==> src/rtl/pipe_pkg.sv <==
// Shared types and constants for the pipeline skid register.
package pipe_pkg;

  typedef enum logic [1:0] {
    StEmpty = 2'd0,
    StOne   = 2'd1,
    StFull  = 2'd2
  } skid_state_e;

  localparam logic [31:0] NOP_INSTR_DEFAULT = 32'h0000_0013;

endpackage

==> src/rtl/pipe_skid_reg.sv <==
// Two-entry pipeline skid buffer (head + skid register) with registered up_ready_o.
// Optional stall counter output stall_cnt_o is enabled by defining PIPE_SKID_STATS_EN.
module pipe_skid_reg
  import pipe_pkg::*;
#(
  parameter int unsigned   IW        = 32,
  parameter int unsigned   PW        = 96,
  parameter logic [IW-1:0] NOP_INSTR = IW'(NOP_INSTR_DEFAULT)
) (
  input  logic          clk_i,
  input  logic          rst_i,
  input  logic          flush_i,
  input  logic          up_valid_i,
  output logic          up_ready_o,
  input  logic [IW-1:0] instr_i,
  input  logic [PW-1:0] payload_i,
  output logic          down_valid_o,
  input  logic          down_ready_i,
  output logic [IW-1:0] instr_o,
  output logic [PW-1:0] payload_o,
  output logic [1:0]    occ_o
`ifdef PIPE_SKID_STATS_EN
  ,
  output logic [31:0]   stall_cnt_o
`endif
);

  skid_state_e   r_state;
  skid_state_e   w_state_nxt;
  logic          r_up_ready;
  logic [IW-1:0] r_head_instr;
  logic [PW-1:0] r_head_payload;
  logic [IW-1:0] r_skid_instr;
  logic [PW-1:0] r_skid_payload;

  logic w_down_valid;
  logic w_push;
  logic w_pop;
  logic w_load_head;
  logic w_load_skid;
  logic w_skid_to_head;

  assign w_down_valid = (r_state != StEmpty);
  assign w_push       = up_valid_i & r_up_ready;
  assign w_pop        = w_down_valid & down_ready_i;

  always_comb begin
    w_state_nxt    = r_state;
    w_load_head    = 1'b0;
    w_load_skid    = 1'b0;
    w_skid_to_head = 1'b0;
    if (flush_i) begin
      w_state_nxt = StEmpty;
    end else begin
      unique case (r_state)
        StEmpty: begin
          if (w_push) begin
            w_state_nxt = StOne;
            w_load_head = 1'b1;
          end
        end
        StOne: begin
          unique case ({w_push, w_pop})
            2'b10: begin
              w_state_nxt = StFull;
              w_load_skid = 1'b1;
            end
            2'b01:   w_state_nxt = StEmpty;
            2'b11:   w_load_head = 1'b1;
            default: w_state_nxt = StOne;
          endcase
        end
        StFull: begin
          if (w_pop) begin
            w_state_nxt    = StOne;
            w_skid_to_head = 1'b1;
          end
        end
        default: w_state_nxt = StEmpty;
      endcase
    end
  end

  // Ready is a registered copy of "next state is not FULL" so it has no comb path.
  always_ff @(posedge clk_i) begin
    if (rst_i) begin
      r_state        <= StEmpty;
      r_up_ready     <= 1'b1;
      r_head_instr   <= '0;
      r_head_payload <= '0;
      r_skid_instr   <= '0;
      r_skid_payload <= '0;
    end else begin
      r_state    <= w_state_nxt;
      r_up_ready <= (w_state_nxt != StFull);
      if (w_load_head) begin
        r_head_instr   <= instr_i;
        r_head_payload <= payload_i;
      end else if (w_skid_to_head) begin
        r_head_instr   <= r_skid_instr;
        r_head_payload <= r_skid_payload;
      end
      if (w_load_skid) begin
        r_skid_instr   <= instr_i;
        r_skid_payload <= payload_i;
      end
    end
  end

  assign up_ready_o   = r_up_ready;
  assign down_valid_o = w_down_valid;
  assign instr_o      = w_down_valid ? r_head_instr : NOP_INSTR;
  assign payload_o    = w_down_valid ? r_head_payload : '0;
  assign occ_o        = 2'(r_state);

`ifdef PIPE_SKID_STATS_EN
  logic [31:0] r_stall_cnt;

  always_ff @(posedge clk_i) begin
    if (rst_i || flush_i) begin
      r_stall_cnt <= '0;
    end else if (w_down_valid && !down_ready_i && !(&r_stall_cnt)) begin
      r_stall_cnt <= r_stall_cnt + 32'd1;
    end
  end

  assign stall_cnt_o = r_stall_cnt;
`endif

endmodule

==> config.mk <==
export PLATFORM = sky130hd
export DESIGN_NAME = pipe_skid_reg
export DESIGN_NICKNAME = d
export VERILOG_FILES = /design/src/rtl/pipe_pkg.sv /design/src/rtl/pipe_skid_reg.sv
export SDC_FILE = /design/constraint.sdc
export NUM_CORES = 1
export LEC_CHECK = 0
export ABC_CLOCK_PERIOD_IN_PS = 2000
export CAP_MARGIN = 20
export CELL_PAD_IN_SITES_DETAIL_PLACEMENT = 1
export CELL_PAD_IN_SITES_GLOBAL_PLACEMENT = 1
export CORE_ASPECT_RATIO = 0.8
export CORE_MARGIN = 10
export CORE_UTILIZATION = 37
export CTS_CLUSTER_SIZE = 30
export DETAILED_ROUTE_END_ITERATION = 10
export PLACE_DENSITY_LB_ADDON = 0.25
export SETUP_SLACK_MARGIN = 0.5
export SYNTH_ARGS = -nofsm -noshare
export SYNTH_HDL_FRONTEND = slang
export SYNTH_SLANG_ARGS = --single-unit
==> constraint.sdc <==
create_clock -name clk_i -period 2 [get_ports clk_i]
set_input_delay 0.3 -clock clk_i [delete_from_list [all_inputs] [get_ports clk_i]]
set_output_delay 0.3 -clock clk_i [all_outputs]
set_load 0.1 [all_outputs]
==> impl_metrics.yaml <==
global_routing:
  first_global_vias: 12500
  grt-busiest-layer: "met2"
  track_usage: 0.238
  grt_max_degree: 58
  use_met1: 0.283
  antenna_found_initial: 5
  grt-ovfl-total: 0
  met2_usage: 0.418
  grt_pass1_wl_mm: 73.9
  grtUsageMet3: 0.0573
critical_path:
  worst-path-buf-inv: 3
  cp-start-kind: "flop"
  slowest_delay_ps: 350
  rr_worst_depth: 10
  crit_cells: 5
  worstSetupPathType: "reg -> out"
  crit_fanout: 27
  crit_family: "simple AND/OR/NAND/NOR gates"
  r2r_slack_ps: -70
  path_common_cell: "buf_12"
  path_cells: "or2_4 > buf_12 > buf_12 > and2_4 > buf_12"
  critPathCaptureType: "output pin"
  crit_path_top_delay_cell: "dfxtp_4"
  crit_required_ps: 1700
  crit_arrival_ps: 1850
power_and_ir_drop:
  vdd_drop_max_mv: 0.577
  p_total_mw: 13.4
  cellLeakagePower_nw: 7.35
  powerDensity_nw_per_um2: 652
routing:
  drtIter0Drc: 926
  avgRoutedWirePerCell_um: 28.1
  drt-total-wl_mm: 61.7
  first_pass_iters: 6
  viasPerCell: 5.74
  vias: 12600
  drcViolationCount: 0
  ant_nets: 0
synthesis:
  synth_top_family_by_area: "simple AND/OR/NAND/NOR gates"
  synth_xor_area_frac: 0
  synth-compound-area-share: 0.216
  syn_inst: 1431
  synth_adder_area_share: 0
  synth-simple-area-share: 0.281
  yosysWarnings: 0
  netlist_area_um2: 11700
  ys_types: 30
  syn_avg_cell_area_um2: 8.19
  synth_seq_cells: 259
  synth_mux_area_frac: 0.000854
  ys_seq_area_frac: 0.442
  synth_nets: 1564
cts:
  clk_pin_slew_ps: 60
  clk_latency_ps: 550
  clock_path_buffers: 3
  cts.htree.levels: 1
  tritoncts_num_sinks: 259
  cts_buffers: 28
  cts_hold_buf: 0
  cts_tree: "done"
  root_buffer: "clkbuf_16"
place:
  finalWeightedCongestion: 0.754
  dp_hpwl_mm: 28.7
  dp.cells: 2043
  port_buffers: 264
sta:
  hold_viol_final: 0
  worst_pin_slew_ps: 550
  max_freq_ghz: 0.465
  slew_headroom: 0.633
  post-route-min-period_ps: 2150
  skew_ps: 16.5
  drv_slew: 0
  layout_setup_ws_ps: -149
  grt_setup_unrepaired: "true"
  fin_crit_sh: 1.07
  setup_viol: 142
outcome:
  violations: "setup timing"
  status: "finished, violations left"
worst_hold_path:
  whs_path_depth: 2
  hp-class: "in -> reg"
floorplan:
  start_util: 0.374
  coreArea_um2: 31400
  dieArea_um2: 39300
  die_y_um: 179
  die_width_um: 219
  rows: 58
  boundaryPins: 265
finish:
  nets: 1890
  stdcell_count: 2196
  drive_above_1_share: 0.414
  syn_to_final_growth_pct: 75.2
run:
  cap_viol_max_count: 0
[area by class of cell]
class,instances,area [um2]
Timing Repair Buffer,423,6880
Fill cell,3224,10800
Sequential cell,259,5200
Tap cell,420,526
Clock buffer,40,837
Clock inverter,6,61.3
Inverter,1,3.75
Antenna cell,3,7.51
Multi-Input combinational cell,1044,7040
[worst reg2reg max path, cell delays in order, from the launching register on]
cell      delay (ps)
dfxtp_4          350
buf_4            130
buf_8            120
and2b_1          180
nand3b_1         140
buf_6            130
buf_12           120
buf_8            120
buf_12           130
nand2_1           90
a311oi_2         430
[repair_timing]
action	in CTS	in global routing
buffers inserted	18	24
pin swaps	22	47
cloned	21	41
gates resized for setup	79	201
setup endpoints to repair	388	388
[power by group]
part           leakage, nW  internal (mW)  total, mW  switching [mW]
combinational         4.80           1.12       2.53            1.41
clock                0.443           3.01       5.34            2.33
sequential            2.11           5.36       5.53           0.164
[cell families after synthesis]
kind of cell	count (synthesis)
buffers and inverters	130
DFF	259
and+or+nand+nor	782
AOI/OAI and AO/OA	259
muxes	1
[cell usage in the layout, fill, tap and decap left out, types with 4 or more instances in the layout]
master           netlist  routed
nand2_1              514     481
nand2_2                0      12
nor2_2                 0      26
or4_4                  1       4
nor2_1               128      42
clkbuf_8               0       7
buf_4                  1      35
a21oi_1              128     113
clkbuf_1              72       4
nand2_4                0      21
nor2_4                 0      60
clkdlybuf4s50_1        0     131
buf_8                  8      10
dfxtp_1              259     256
a311oi_2             120     127
and2_4                 0     125
buf_12                 1     170
clkbuf_16              0      60
buf_6                  7      19
a21oi_2                0      14
buf_16                 0      24
[synth_stat cells]
library cell / instances / area [um2]
o21a_1: 1 / 7.51
buf_8: 8 / 120
or4_4: 1 / 11.3
nor4_1: 1 / 6.26
nand2b_1: 4 / 25.0
nor3_1: 2 / 10.0
buf_2: 39 / 195
buf_4: 1 / 7.51
o21ai_0: 1 / 5.00
nor3b_1: 1 / 7.51
nor2b_1: 1 / 6.26
clkbuf_2: 1 / 5.00
or2_2: 1 / 6.26
a311oi_1: 8 / 70.1
nand3b_1: 1 / 7.51
and2_1: 125 / 782
or4_1: 1 / 7.51
and2b_1: 1 / 7.51
mux2i_1: 1 / 10.0
o22a_1: 1 / 8.76
clkbuf_1: 72 / 270
buf_12: 1 / 20.0
and3b_1: 1 / 8.76
buf_6: 7 / 78.8
inv_1: 1 / 3.75
nor2_1: 128 / 480
a311oi_2: 120 / 1800
nand2_1: 514 / 1930
a21oi_1: 128 / 641
dfxtp_1: 259 / 5180
[stage by stage]
stage	setup TNS (ps)	setup slack [ps]	hold WS, ps	util	area, um2
finish	-15070	-149	203	0.655	20500
global route	-19870	-186	227	0.655	20500
CTS	-15850	-154	206	0.596	18700
detailed placement	-25560	-218	447	0.534	16800
global placement	-15500	-103	442	0.534	16800
floorplan	0	141	367	-	12400
[registers in the layout, summed over array words and instances, names as in the netlist]
name,cells
occ_o,2
r_head_payload,96
up_ready_o,1
r_head_instr,32
r_skid_instr,32
r_skid_payload,96
[final timing paths]
kind | start | endpoint
max | occ_o[1] | payload_o[91]
min | rst_i | r_skid_instr[6]
max reg2reg | occ_o[1] | r_head_payload[25]
min reg2reg | r_skid_instr[12] | r_skid_instr[12]
[layer usage]
metal | up-vias | share of wire
met5 | - | 0.00042
met4 | 4 | 0.043
met3 | 180 | 0.073
met2 | 618 | 0.50
met1 | 6348 | 0.38
li1 | 5448 | -
(Power assumes the default switching activity.)
